[config.mk]
export PLATFORM = sky130hd
export DESIGN_NAME = mna_flit_scheduler
export DESIGN_NICKNAME = d
export VERILOG_FILES = /design/src/rtl/mna_flit_scheduler.sv
export SDC_FILE = /design/constraint.sdc
export NUM_CORES = 1
export LEC_CHECK = 0
export ABC_CLOCK_PERIOD_IN_PS = 3300
export BUFFER_PORTS_ARGS = -buffer_cell sky130_fd_sc_hd__buf_2
export CAP_MARGIN = 20
export CORE_ASPECT_RATIO = 1.2
export CORE_MARGIN = 5
export CORE_UTILIZATION = 40
export CTS_CLUSTER_DIAMETER = 100
export DETAILED_ROUTE_END_ITERATION = 10
export PLACE_DENSITY = 0.59
export SLEW_MARGIN = 20
export SYNTH_ARGS = -nofsm -noshare
export SYNTH_HDL_FRONTEND = slang
export SYNTH_SLANG_ARGS = --single-unit
[constraint.sdc]
create_clock -name clk -period 3.3 [get_ports clk]
set_clock_uncertainty 0.15 [all_clocks]
set_input_delay 0.165 -clock clk [delete_from_list [all_inputs] [get_ports clk]]
set_output_delay 0.165 -clock clk [all_outputs]
set_load 0.03 [all_outputs]
[src/rtl/mna_flit_scheduler.sv]
// Request-side sequencer of the master NoC adapter: accepts one read/write, allocates
// a VC round-robin among those with enough credits, then streams header/body/tail flits.
module mna_flit_scheduler #(
  parameter logic [3:0] SRC_ADDR = 4'b0001,
  parameter int         CREDITS  = 4
) (
  input  logic        clk,
  input  logic        rst_n,
  input  logic        req_valid,
  output logic        req_ready,
  input  logic        req_write,
  input  logic [31:0] req_addr,
  input  logic [31:0] req_wdata,
  input  logic [7:0]  credit_return,
  output logic        flit_valid,
  output logic [36:0] flit,
  output logic [2:0]  cur_vc,
  output logic        busy
);

  typedef enum logic [2:0] {S_IDLE, S_ALLOC, S_HEAD, S_BODY, S_TAIL} state_e;

  state_e           state_q, state_d;
  logic             wr_q, wr_d;
  logic [31:0]      addr_q, addr_d, wdata_q, wdata_d;
  logic [2:0]       cur_vc_q, cur_vc_d, rr_last_q, rr_last_d;
  logic [7:0][3:0]  cnt_q, cnt_d;
  logic             flit_valid_q, flit_valid_d;
  logic [36:0]      flit_q, flit_d;
  logic [7:0]       elig;
  logic             grant_vld;
  logic [2:0]       grant_vc, idx;

  always_ff @(posedge clk) begin
    if (!rst_n) begin
      state_q      <= S_IDLE;
      wr_q         <= 1'b0;
      addr_q       <= '0;
      wdata_q      <= '0;
      cur_vc_q     <= '0;
      rr_last_q    <= 3'd7;
      cnt_q        <= {8{4'(CREDITS)}};
      flit_valid_q <= 1'b0;
      flit_q       <= '0;
    end else begin
      state_q      <= state_d;
      wr_q         <= wr_d;
      addr_q       <= addr_d;
      wdata_q      <= wdata_d;
      cur_vc_q     <= cur_vc_d;
      rr_last_q    <= rr_last_d;
      cnt_q        <= cnt_d;
      flit_valid_q <= flit_valid_d;
      flit_q       <= flit_d;
    end
  end

  // First eligible VC after the last one served wins.
  always_comb begin
    grant_vld = 1'b0;
    grant_vc  = '0;
    idx       = '0;
    for (int i = 0; i < 8; i++)
      elig[i] = cnt_q[i] >= (wr_q ? 4'd3 : 4'd2);
    for (int k = 1; k <= 8; k++) begin
      idx = rr_last_q + 3'(k);
      if (!grant_vld && elig[idx]) begin
        grant_vld = 1'b1;
        grant_vc  = idx;
      end
    end
  end

  always_comb begin
    state_d   = state_q;
    wr_d      = wr_q;
    addr_d    = addr_q;
    wdata_d   = wdata_q;
    cur_vc_d  = cur_vc_q;
    rr_last_d = rr_last_q;
    case (state_q)
      S_IDLE: if (req_valid) begin
        state_d = S_ALLOC;
        wr_d    = req_write;
        addr_d  = req_addr;
        wdata_d = req_wdata;
      end
      S_ALLOC: if (grant_vld) begin
        state_d  = S_HEAD;
        cur_vc_d = grant_vc;
      end
      S_HEAD:  state_d = wr_q ? S_BODY : S_TAIL;
      S_BODY:  state_d = S_TAIL;
      S_TAIL: begin
        state_d   = S_IDLE;
        rr_last_d = cur_vc_q;
      end
      default: state_d = S_IDLE;
    endcase
  end

  // A flit leaves whenever flit_valid_q is set; a same-cycle return cancels it out.
  always_comb begin
    cnt_d = cnt_q;
    for (int i = 0; i < 8; i++) begin
      if (flit_valid_q && cur_vc_q == 3'(i) && credit_return[i])
        cnt_d[i] = cnt_q[i];
      else if (flit_valid_q && cur_vc_q == 3'(i))
        cnt_d[i] = cnt_q[i] - 4'd1;
      else if (credit_return[i] && cnt_q[i] < 4'(CREDITS))
        cnt_d[i] = cnt_q[i] + 4'd1;
    end
  end

  // Flit register is loaded from the state being entered so it lines up with that state.
  always_comb begin
    flit_valid_d = 1'b0;
    flit_d       = '0;
    case (state_d)
      S_HEAD: begin
        flit_valid_d = 1'b1;
        flit_d       = {2'b10, cur_vc_d, addr_q[31:28], SRC_ADDR, 23'd0, ~wr_q};
      end
      S_BODY: begin
        flit_valid_d = 1'b1;
        flit_d       = {2'b00, cur_vc_q, addr_q};
      end
      S_TAIL: begin
        flit_valid_d = 1'b1;
        flit_d       = {2'b01, cur_vc_q, wr_q ? wdata_q : addr_q};
      end
      default: ;
    endcase
  end

  assign req_ready  = (state_q == S_IDLE);
  assign busy       = (state_q != S_IDLE);
  assign flit_valid = flit_valid_q;
  assign flit       = flit_q;
  assign cur_vc     = cur_vc_q;

endmodule
Word-level counts from Yosys, hierarchy flattened
Cells that the tools add are included.
W data, S select, Z words.
{ "totals": {"inputBits": 76, "wordCells": 203, "out_inout_bits": 43, "register_bits": 144} }
{ "classes": {"n_reduce_logical": 59, "muxes": 58, "addsub": 23, "bitwise": 9, "n_eq_ne": 14, "magnitude_cmp": 24} }
{ "ops": {"columns": ["operator", "count"], "rows": [
  ["$pmux W37 S3", 1],
  ["$mux W4", 16],
  ["$mux W3", 13],
  ["$add A4 B1 Y4 const B", 8],
  ["$lt A3 B4 Y1 const B", 8],
  ["$lt A4 B3 Y1 const B", 8],
  ["$mux W32", 1],
  ["$sub A4 B1 Y4 const B", 8],
  ["$logic_and A1 B1 Y1", 31],
  ["$ge A4 B4 Y1", 7],
  ["$bmux W1 S3", 8],
  ["$eq A3 B2 Y1 const B", 6],
  ["$eq A3 B3 Y1 const B", 6],
  ["$mux W1", 18],
  ["$reduce_and A2 Y1", 9],
  ["$reduce_bool A2 Y1", 8],
  ["$add A3 B3 Y3 const B", 4],
  ["$pmux W3 S4", 1],
  ["$not A1 Y1", 9],
  ["$logic_not A1 Y1", 7],
  ["$add A3 B2 Y3 const B", 2],
  ["$eq A3 B1 Y1 const B", 2],
  ["$logic_not A3 Y1", 2],
  ["$ge A4 B2 Y1", 1],
  ["other kinds (3)", 3]
]} }

Longest topological paths before layout
Gate-level depths: netlist of the first run.
{ "logic_depth": {"word_depth": 31, "depth_mapped": 12, "ltp_nobuf": 11} }

Worst setup path after synthesis of the first run
OpenSTA, ideal clock, no wires.
{ "synth_timing": {"kind": "register -> register", "start": "register wr_q", "end": "register cur_vc_q[2] (netlist: cur_vc[2])", "path_stages_with_launch": 11, "slack_ns": 0.335, "arrival_ns": 2.699, "path_cell_list": "dfxtp_1 -> ha_1 -> nand2b_1 -> a211oi_2 -> mux4_2 -> mux2_2 -> and3_4 -> nand3_1 -> o31a_1 -> o22a_1 -> and3_1"} }
{ "synth_between": {"elab_chain_cells": 28} }
{ "synth_rtl": {"columns": ["element", "line_no", "text"], "rows": [
  ["start: declaration", "24", "logic wr_q, wr_d;"],
  ["start signal: assignment", "47", "wr_q <= wr_d;"],
  ["$mux W1 (*)", "64", "elig[i] = cnt_q[i] >= (wr_q ? 4'd3 : 4'd2);"],
  ["$ge A4 B4 Y1 or $ge A4 B2 Y1 (tied branches)", "64", null],
  ["$bmux W1 S3", "67", "if (!grant_vld && elig[idx]) begin"],
  ["$mux W1 (not written as such)", "67", null],
  ["$mux W1", "67", null],
  ["$logic_not A1 Y1", "67", null],
  ["$logic_and A1 B1 Y1", "67", null],
  ["$mux W1", "67", null],
  ["[... 12 more ...]", null, null],
  ["$logic_not A1 Y1", "67", null],
  ["$logic_and A1 B1 Y1", "67", null],
  ["$mux W1", "67", null],
  ["$logic_not A1 Y1", "67", null],
  ["$logic_and A1 B1 Y1", "67", null],
  ["$mux W3 or $mux W1 (tied branches)", "67", null],
  ["$mux W3 (*)", "88", "S_ALLOC: if (grant_vld) begin"],
  ["$mux W3 (*)", "81", "case (state_q)"],
  ["end signal: assignment", "50", "cur_vc_q <= cur_vc_d;"],
  ["end: declaration", "26", "logic [2:0] cur_vc_q, cur_vc_d, rr_last_q, rr_last_d;"]
]} }
Every way passes the cells marked *; elsewhere a longest branch is shown, timed or not. The select of a mux whose other input is x is not followed.
A chain may end at the register's enable or synchronous reset.

Worst setup path after layout of the first run
Same ends and word-level chain as after synthesis.

==> results.sh, run 1 <==
export IMPL_p_per_area_nw_per_um2=448.9
export IMPL_intPower_mw=3.062
export IMPL_syn_inst=853
export IMPL_synth_edff_count=0
export IMPL_min_path_type="in -> reg"
export IMPL_syn_nets=963
export IMPL_netlist_area_sq_um=7253
export IMPL_fin_util=0.5286
export IMPL_totalPowerFinal_mw=4.281
export IMPL_async_reset_ff_frac=0
export IMPL_die_h_um=157.5
export IMPL_layout_common_cells="nand2_1 (215), dfxtp_1 (144), buf_2 (118)"
export IMPL_clock_path_buffers=2
export IMPL_synth_top_area_frac=0.3974
export IMPL_grt_pass1_vias=6270
export IMPL_ios=119
export IMPL_grt_total_usage=0.1802
export IMPL_cts_made_buffers=17
export IMPL_avgViaCountPerCell=5.056
export IMPL_start_util=0.4021
export IMPL_cp_slowest_cell="a211oi_4"
export IMPL_grt_setup_unrepaired="no"
export IMPL_cts_root_buf="clkbuf_16"
export IMPL_ys_warn_count=0
export IMPL_reg2reg_from="wr_q"
export IMPL_cp_arrival_ns=3.32
export IMPL_combPwrFrac=0.110
export IMPL_ant_nets=0
export IMPL_cts_tree="yes"
export IMPL_reg2reg_depth=11
export IMPL_tightest_slew_ns=0.8068
export IMPL_crit_buf_inv=1
export IMPL_drc_errors=0
export IMPL_clk_pin_slew_ns=0.07
export IMPL_maxSlewViolCount=0
export IMPL_crit_type="reg -> reg"
export IMPL_switchingPower_mw=1.219
export IMPL_max_stage_delay_ns=0.36
export IMPL_portBuffers=118
export IMPL_synthTopCellsByArea="dfxtp_1 (40%), nand2_1 (11%), a21boi_0 (7.5%)"
export IMPL_leakagePower_nw=3.876
export IMPL_synth_yosys_seq_area_share=0.3974
export IMPL_outcome="complete, no violations"
export IMPL_crit_chain="buf_4, ha_1, nand2b_1, a211oi_4, mux4_2, mux2_2, and3_4, nand3_1, o31a_1, o22a_1, and3_1"
export IMPL_coreArea_sq_um=18040
export IMPL_reg2reg_slack_ns=0.14
export IMPL_tns_ns=0
export IMPL_final_common_cell="nand2_1"
export IMPL_drt_iter0_markers=348
export IMPL_startpoint_type="register"
export IMPL_first_pass_iters=4
export IMPL_route_vias_total=6472
export IMPL_row_count=54
export IMPL_path_delay_family="compound AO/OA/AOI/OAI gates"
export IMPL_ys_types=60
export IMPL_post_drt_wl_per_cell_um=14.94
export IMPL_drv_cap=0
export IMPL_switching_share=0.2847
export IMPL_whs_path_depth=4
export IMPL_die_width_um=132.9
export IMPL_grt_max_degree=91
export IMPL_min_period_ns=3.158
export IMPL_crit_required_ns=3.46
export IMPL_synth_ff_type="dfxtp_1"
export IMPL_gp_congestion=0.8686
export IMPL_crit_path_max_fanout=8
export IMPL_ir_worst_vdd_uv=343.9
export IMPL_r2r_end="cur_vc[2]"
export IMPL_areaGrowthSynthToFinish_pct=31.48
export IMPL_grt_ovfl_total=0
export IMPL_num_fill_cells=1697
export IMPL_dieArea_sq_um=20940
export IMPL_synth_top_area_cell="dfxtp_1"
export IMPL_insertion_delay_ns=0.42
export IMPL_cts_num_sinks=144
export IMPL_setup_violations_final=0
export IMPL_pwr_share_clk=0.458
export IMPL_antenna_cells=0
export IMPL_cts_setup_buffers=0
export IMPL_min_delay_worst_endpoint="addr_q[19]"
export IMPL_fmax_mhz=316.7
export IMPL_nNetsFinal=1153
export IMPL_drt_wl_total_mm=19.12
export IMPL_antenna_found_initial=0
export IMPL_synth_seq_cells=144
export IMPL_min_from="req_valid"
export IMPL_startpoint="wr_q"
export IMPL_slew_headroom=0.4621
export IMPL_hpwl_mm=12.62
export IMPL_end_kind="register"
export IMPL_synth_avg_cell_area_sq_um=8.503
export IMPL_timing_hold_violations_final=0
export IMPL_grt_pass1_wl_mm=30.79
export IMPL_drive_gt1_frac=0.1970
export IMPL_power_frac_seq=0.433
export IMPL_period_share=0.9569
export IMPL_htreeDepth=4
==> worst reg2reg max path, delay by kind of cell (launching register included) <==
family	cells	cell delay [ns]
AOI/OAI and AO/OA	3	0.85
and+or+nand+nor	4	0.76
muxes	2	0.52
DFF	1	0.31
adders and majority gates	1	0.31
buffers and inverters	1	0.17
==> how the worst max path moves through the flow <==
| stage | cells past startpoint | slack, ns | to |
|---|---|---|---|
| 4_1_cts | 11 | 0.09 | cur_vc[2] |
| 6_report | 11 | 0.14 | cur_vc[2] |
| 3_3_place_gp | 11 | 0.15 | cur_vc[2] |
| 3_5_place_dp | 11 | 0.12 | cur_vc[2] |
| 2_1_floorplan | 10 | 0.34 | cur_vc[2] |
| 5_1_grt | 11 | 0.007 | cur_vc[2] |
==> registers in the layout (all words and copies together) (netlist names), 3 cells and up <==
| signal | flops |
|---|---|
| cnt_q | 32 |
| rr_last_q | 3 |
| wdata_q | 32 |
| flit | 37 |
| state_q | 3 |
| addr_q | 32 |
| cur_vc | 3 |
==> logic make-up after synthesis <==
kind of cell | count (synthesis) | share of synthesized area
compound gates | 215 | 0.2055
xor+xnor | 21 | 0.02536
fa+ha+maj | 34 | 0.06693
buf+inv | 74 | 0.04088
flops | 144 | 0.3974
mux | 28 | 0.05710
simple gates | 337 | 0.2068
==> area by class of cell <==
type | count | area (sq um) | area share
clock buffer | 17 | 425.4 | 0.04461
clock inverter | 15 | 186.4 | 0.01955
inverter | 33 | 123.9 | 0.01299
multi-input combinational | 635 | 4144 | 0.4345
sequential | 144 | 2883 | 0.3023
tap | 224 | 280.3 | 0.02939
timing repair buffer | 212 | 1494 | 0.1567
==> per-layer routing <==
metal | up-vias | share of wire | track usage
li1 | 3293 | - | -
met1 | 3036 | 0.44 | 0.2190
met2 | 128 | 0.50 | 0.3212
met3 | 15 | 0.046 | 0.04156
met4 | 0 | 0.012 | 0.04851
met5 | - | 0 | 0
==> power groups by stage <==
stage | clock network [mW] | logic [mW] | registers (mW)
2_1_floorplan | 0 | 0.242 | 1.90
3_3_place_gp | 0 | 0.397 | 1.89
3_5_place_dp | 0 | 0.399 | 1.89
4_1_cts | 2.00 | 0.469 | 1.85
5_1_grt | 2.08 | 0.521 | 1.86
6_report | 1.96 | 0.469 | 1.85
==> through the flow <==
step	worst slack [ns]	area [sq um]	cells	hold WS, ns
floorplan	0.3351	7253	853	0.1599
global placement	0.1527	8120	1174	0.2715
detailed placement	0.1235	8120	1174	0.2754
CTS	0.09410	9473	1280	0.2384
global route	0.006760	9537	1280	0.2560
finish	0.1423	9537	1280	0.2458
==> repair_timing <==
action / 4_1_cts / 5_1_grt
hold buffers: 74 / 0
resized for setup: 0 / 9
endpoints found under the hold margin: 81 / 0
endpoints found under the setup margin: 0 / 5
==> synth_stat cells, drive strengths merged (3+ instances only) <==
master  instances
xnor2          16
a22oi           5
clkbuf         32
o211ai          7
nor4b           4
a21o           11
nor3           20
nand3           9
nor2           32
nor2b          16
nor4            3
inv            33
a21oi          55
a21boi         74
mux4           10
o311a           3
ha             26
nand2         216
mux2            7
buf             9
dfxtp         144
o21a            4
fa              8
nand2b         10
xor2            5
and3            3
o21ai          31
mux2i          11
nor3b           5
and2           15
a211oi          9
(Power assumes the default switching activity.)
==> inputs of run 2 (changes only) <==
SETUP_SLACK_MARGIN = 0.4   (was default)
==> results.sh, run 2 (synthesized netlist as in run 1, its figures left out) <==
export IMPL_ir_worst_vdd_uv=356.9
export IMPL_drt_wl_total_mm=19.39
export IMPL_period_share=0.9077
export IMPL_setup_violations_final=0
export IMPL_avgViaCountPerCell=5.070
export IMPL_min_period_ns=2.995
export IMPL_drc_errors=0
export IMPL_die_h_um=157.5
export IMPL_portBuffers=118
export IMPL_cts_num_sinks=144
export IMPL_tns_ns=0
export IMPL_multiInputGateArea_sq_um=4410
export IMPL_slew_headroom=0.5405
export IMPL_gp_congestion=0.8938
export IMPL_cts_tree="yes"
export IMPL_grt_max_degree=73
export IMPL_dpl_instance_area_sq_um=8200
export IMPL_final_area_sq_um=10040
export IMPL_cts_root_buf="clkbuf_16"
export IMPL_ios=119
export IMPL_reg2reg_from="wr_q"
export IMPL_min_delay_worst_endpoint="rr_last_q[2]"
export IMPL_maxSlewViolCount=0
export IMPL_antenna_found_initial=1
export IMPL_instances_no_fill=1305
export IMPL_outcome="complete, no violations"
export IMPL_areaGrowthSynthToFinish_pct=38.43
export IMPL_leakagePower_nw=4.107
export IMPL_final_common_cell="nand2_1"
export IMPL_timing_hold_violations_final=0
export IMPL_end_kind="register"
export IMPL_drive_gt1_frac=0.2544
export IMPL_crit_path_max_fanout=7
export IMPL_min_from="rst_n"
export IMPL_crit_required_ns=3.48
export IMPL_htreeDepth=4
export IMPL_dieArea_sq_um=20940
export IMPL_grt_pass1_vias=6613
export IMPL_totalPowerFinal_mw=4.299
export IMPL_whs_path_depth=3
export IMPL_coreArea_sq_um=18040
export IMPL_reg2reg_slack_ns=0.30
export IMPL_insertion_delay_ns=0.43
export IMPL_start_util=0.4021
export IMPL_layout_common_cells="nand2_1 (215), dfxtp_1 (138), buf_2 (118)"
export IMPL_startpoint_type="register"
export IMPL_min_path_type="in -> reg"
export IMPL_placed_cells=1183
export IMPL_clk_pin_slew_ns=0.07
export IMPL_grt_pass1_wl_mm=31.77
export IMPL_first_pass_iters=4
export IMPL_grt_setup_unrepaired="yes"
export IMPL_r2r_end="flit[33]"
export IMPL_grt_ovfl_total=0
export IMPL_largest_reg_flops=37
export IMPL_post_drt_wl_per_cell_um=14.86
export IMPL_p_per_area_nw_per_um2=428.1
export IMPL_ant_nets=0
export IMPL_drv_cap=0
export IMPL_antenna_cells=0
export IMPL_tightest_slew_ns=0.6839
export IMPL_crit_type="reg -> reg"
export IMPL_clock_path_buffers=2
export IMPL_cts_made_buffers=17
export IMPL_reg2reg_depth=12
export IMPL_cp_arrival_ns=3.18
export IMPL_row_count=54
export IMPL_nNetsFinal=1178
export IMPL_num_fill_cells=1631
export IMPL_die_width_um=132.9
export IMPL_route_vias_total=6617
export IMPL_fin_util=0.5566
export IMPL_drt_iter0_markers=393
export IMPL_hpwl_mm=12.68
export IMPL_seq_area_sq_um=2893
export IMPL_fmax_mhz=333.8
export IMPL_grt_total_usage=0.1853
run 2: changes by cell type in the layout (fill, tap and decap cells not counted), moves of 7 or more:
cell and change:
nand2b_4 +8, buf_6 +8, nand2b_1 -8, ha_4 +8, ha_1 -8, buf_4 +17, mux2_4 +7
run 2: where the power goes:
| part | switching [mW] | leakage, nW | internal, mW | total [mW] |
|---|---|---|---|---|
| Sequential | 0.0435 | 1.18 | 1.81 | 1.85 |
| Clock | 0.905 | 0.296 | 1.03 | 1.93 |
| Combinational | 0.270 | 2.64 | 0.246 | 0.516 |
| Total | 1.22 | 4.11 | 3.08 | 4.30 |
run 2: final cells by class:
class | count | area share
clock buffer | 17 | 0.04237
inverter | 33 | 0.01234
sequential | 144 | 0.2881
clock inverter | 15 | 0.01857
timing repair buffer | 237 | 0.1715
multi-input combinational | 635 | 0.4393
tap | 224 | 0.02791
run 2: critical path, stage by stage (launching register included):
cell and delay [ns]:
dfxtp_4 0.36, buf_12 0.15, ha_4 0.25, nand2b_4 0.11, a211oi_2 0.05, buf_4 0.16
mux4_2 0.49, mux2_4 0.29, a21boi_4 0.14, a211o_1 0.28, a21boi_2 0.14, o22ai_2 0.09
o32ai_2 0.24
run 2: worst max path at each step:
stage,start,endpoint,cells after the start
after floorplan,rr_last_q[1],flit[33],10
after global placement,wr_q,cur_vc[2],10
after detailed placement,wr_q,cur_vc[2],10
after CTS,wr_q,flit[33],12
after global routing,wr_q,cur_vc[2],13
final,wr_q,flit[33],12
run 2: layer usage:
| metal | up-vias | share of wire | track usage |
|---|---|---|---|
| met2 | 155 | 0.51 | 0.3248 |
| li1 | 3347 | - | - |
| met4 | 2 | 0.019 | 0.07376 |
| met5 | - | 0.00067 | 0 |
| met3 | 31 | 0.051 | 0.04476 |
| met1 | 3082 | 0.42 | 0.2188 |
run 2: metrics by stage:
stage | setup slack [ns] | hold slack [ns]
global placement | 0.1262 | 0.2712
CTS | 0.3072 | 0.1077
global route | 0.2081 | 0.1436
detailed placement | 0.07403 | 0.2739
floorplan | 0.4092 | 0.1524
finish | 0.3046 | 0.1111
run 2: what timing repair did:
| item | 4_1_cts | 5_1_grt |
|---|---|---|
| resized for setup | 45 | 19 |
| endpoints found under the setup margin | 15 | 15 |
| hold buffers | 73 | 0 |
| setup buffers | 14 | 3 |
| gates cloned | 0 | 0 |
| pin swaps | 21 | 16 |
| hold endpoints to repair | 80 | 0 |
==> inputs of run 3 (changes only) <==
CORE_MARGIN = 10   (was 5)
==> results.sh, run 3 (synthesized netlist as in run 1, its figures left out) <==
export IMPL_areaGrowthSynthToFinish_pct=35.95
export IMPL_slew_headroom=0.4673
export IMPL_switchingPower_mw=1.161
export IMPL_grt_ovfl_total=0
export IMPL_crit_buf_inv=1
export IMPL_min_period_ns=2.981
export IMPL_ir_worst_vdd_uv=353.2
export IMPL_cp_arrival_ns=3.16
export IMPL_drc_errors=0
export IMPL_clk_pin_slew_ns=0.07
export IMPL_route_vias_total=6637
export IMPL_portBuffers=118
export IMPL_drt_iter0_markers=479
export IMPL_post_drt_wl_per_cell_um=15.60
export IMPL_antenna_found_initial=1
export IMPL_min_path_type="in -> reg"
export IMPL_intPower_mw=3.068
export IMPL_fmax_mhz=335.4
export IMPL_avgViaCountPerCell=5.105
export IMPL_period_share=0.9035
export IMPL_grt_max_degree=93
export IMPL_largest_reg_flops=37
export IMPL_gp_congestion=0.8626
export IMPL_cts_root_buf="clkbuf_16"
export IMPL_maxSlewViolCount=0
export IMPL_crit_type="reg -> reg"
export IMPL_layout_common_cells="nand2_1 (215), dfxtp_1 (137), buf_2 (118)"
export IMPL_ios=119
export IMPL_grt_total_usage=0.1714
export IMPL_crit_required_ns=3.48
export IMPL_crit_path_max_fanout=8
export IMPL_timing_hold_violations_final=0
export IMPL_final_common_cell="nand2_1"
export IMPL_die_width_um=142.9
export IMPL_cp_slowest_cell="mux4_2"
export IMPL_die_h_um=167.5
export IMPL_dieArea_sq_um=23940
export IMPL_max_stage_delay_ns=0.48
export IMPL_hpwl_mm=13.21
export IMPL_startpoint_type="register"
export IMPL_grt_pass1_wl_mm=33.54
export IMPL_outcome="complete, no violations"
export IMPL_grt_setup_unrepaired="yes"
export IMPL_combPwrFrac=0.118
export IMPL_p_per_area_nw_per_um2=428.8
export IMPL_leakagePower_nw=4.048
export IMPL_drv_cap=0
export IMPL_start_util=0.4112
export IMPL_setup_violations_final=0
export IMPL_cts_tree="yes"
export IMPL_path_delay_family="compound AO/OA/AOI/OAI gates"
export IMPL_first_pass_iters=4
export IMPL_tns_ns=0
export IMPL_drive_gt1_frac=0.2444
export IMPL_switching_share=0.2745
export IMPL_htreeDepth=4
export IMPL_nNetsFinal=1177
export IMPL_tightest_slew_ns=0.7991
export IMPL_coreArea_sq_um=17640
export IMPL_pwr_share_clk=0.443
export IMPL_cts_made_buffers=17
export IMPL_row_count=53
export IMPL_drt_wl_total_mm=20.27
export IMPL_power_frac_seq=0.439
export IMPL_crit_chain="ha_1, nand2b_4, a211oi_2, buf_4, mux4_2, mux2_4, a21boi_1, a211o_1, a21boi_2, o22ai_2, o32ai_2"
export IMPL_insertion_delay_ns=0.42
export IMPL_placed_cells=1173
export IMPL_ant_nets=0
export IMPL_instances_no_fill=1300
export IMPL_cts_num_sinks=144
export IMPL_antenna_cells=0
export IMPL_clock_path_buffers=2
export IMPL_end_kind="register"
export IMPL_grt_pass1_vias=6825
-- run 3: per-stage QoR --
| step | total power [mW] | util | cell area, sq um | hold WS (ns) | setup slack (ns) |
|---|---|---|---|---|---|
| final | 4.228 | 0.5590 | 9861 | 0.2007 | 0.3185 |
| after global routing | 4.423 | 0.5590 | 9861 | 0.2189 | 0.1957 |
| after CTS | 4.252 | 0.5500 | 9702 | 0.1740 | 0.3587 |
| after detailed placement | 2.291 | 0.4621 | 8150 | 0.2757 | 0.05084 |
| after global placement | 2.290 | 0.4621 | 8150 | 0.2703 | 0.1300 |
| after floorplan | 2.141 | - | 7268 | 0.1524 | 0.4092 |
-- run 3: final timing paths --
kind | start | to | slack [ns] | cells after the start
worst max-delay path | wr_q | flit[33] | 0.32 | 11
worst min-delay path | req_valid | addr_q[30] | 0.20 | 4
worst max register to register | wr_q | flit[33] | 0.32 | 11
worst min register to register | wdata_q[16] | flit[16] | 0.30 | 2
-- run 3: power by group through the flow --
stage	registers (mW)	logic (mW)	clock network, mW
floorplan	1.90	0.243	0
global placement	1.89	0.396	0
detailed placement	1.90	0.396	0
CTS	1.85	0.483	1.91
global route	1.86	0.558	2.00
finish	1.86	0.499	1.87
-- run 3: worst register-to-register path, stage by stage (launching register included) --
cell      delay, ns
dfxtp_4        0.40
ha_1           0.30
nand2b_4       0.12
a211oi_2       0.05
buf_4          0.16
mux4_2         0.48
mux2_4         0.30
a21boi_1       0.15
a211o_1        0.28
a21boi_2       0.15
o22ai_2        0.10
o32ai_2        0.25
-- run 3: repair_timing --
action,CTS,global route
buffers inserted,14,7
pin swaps,12,13
gates resized for setup,31,22
hold endpoints to repair,81,0
setup endpoints to repair,15,15
hold buffers,74,0
-- run 3: layer usage --
metal  global-route usage  vias to the layer above  routed length (um)
met3              0.04980                       31                1011
met2               0.2906                      173               10100
met1               0.2017                     3093                8738
li1                     -                     3338                   -
met5                    0                        -                  13
met4              0.05571                        2                 406
-- run 3: layout make-up --
type | instances | area [sq um]
clock buffer | 18 | 439.2
clock inverter | 14 | 135.1
fill | 1598 | 7779
inverter | 33 | 123.9
multi-input combinational | 635 | 4297
sequential | 144 | 2894
tap | 220 | 275.3
timing repair buffer | 236 | 1697
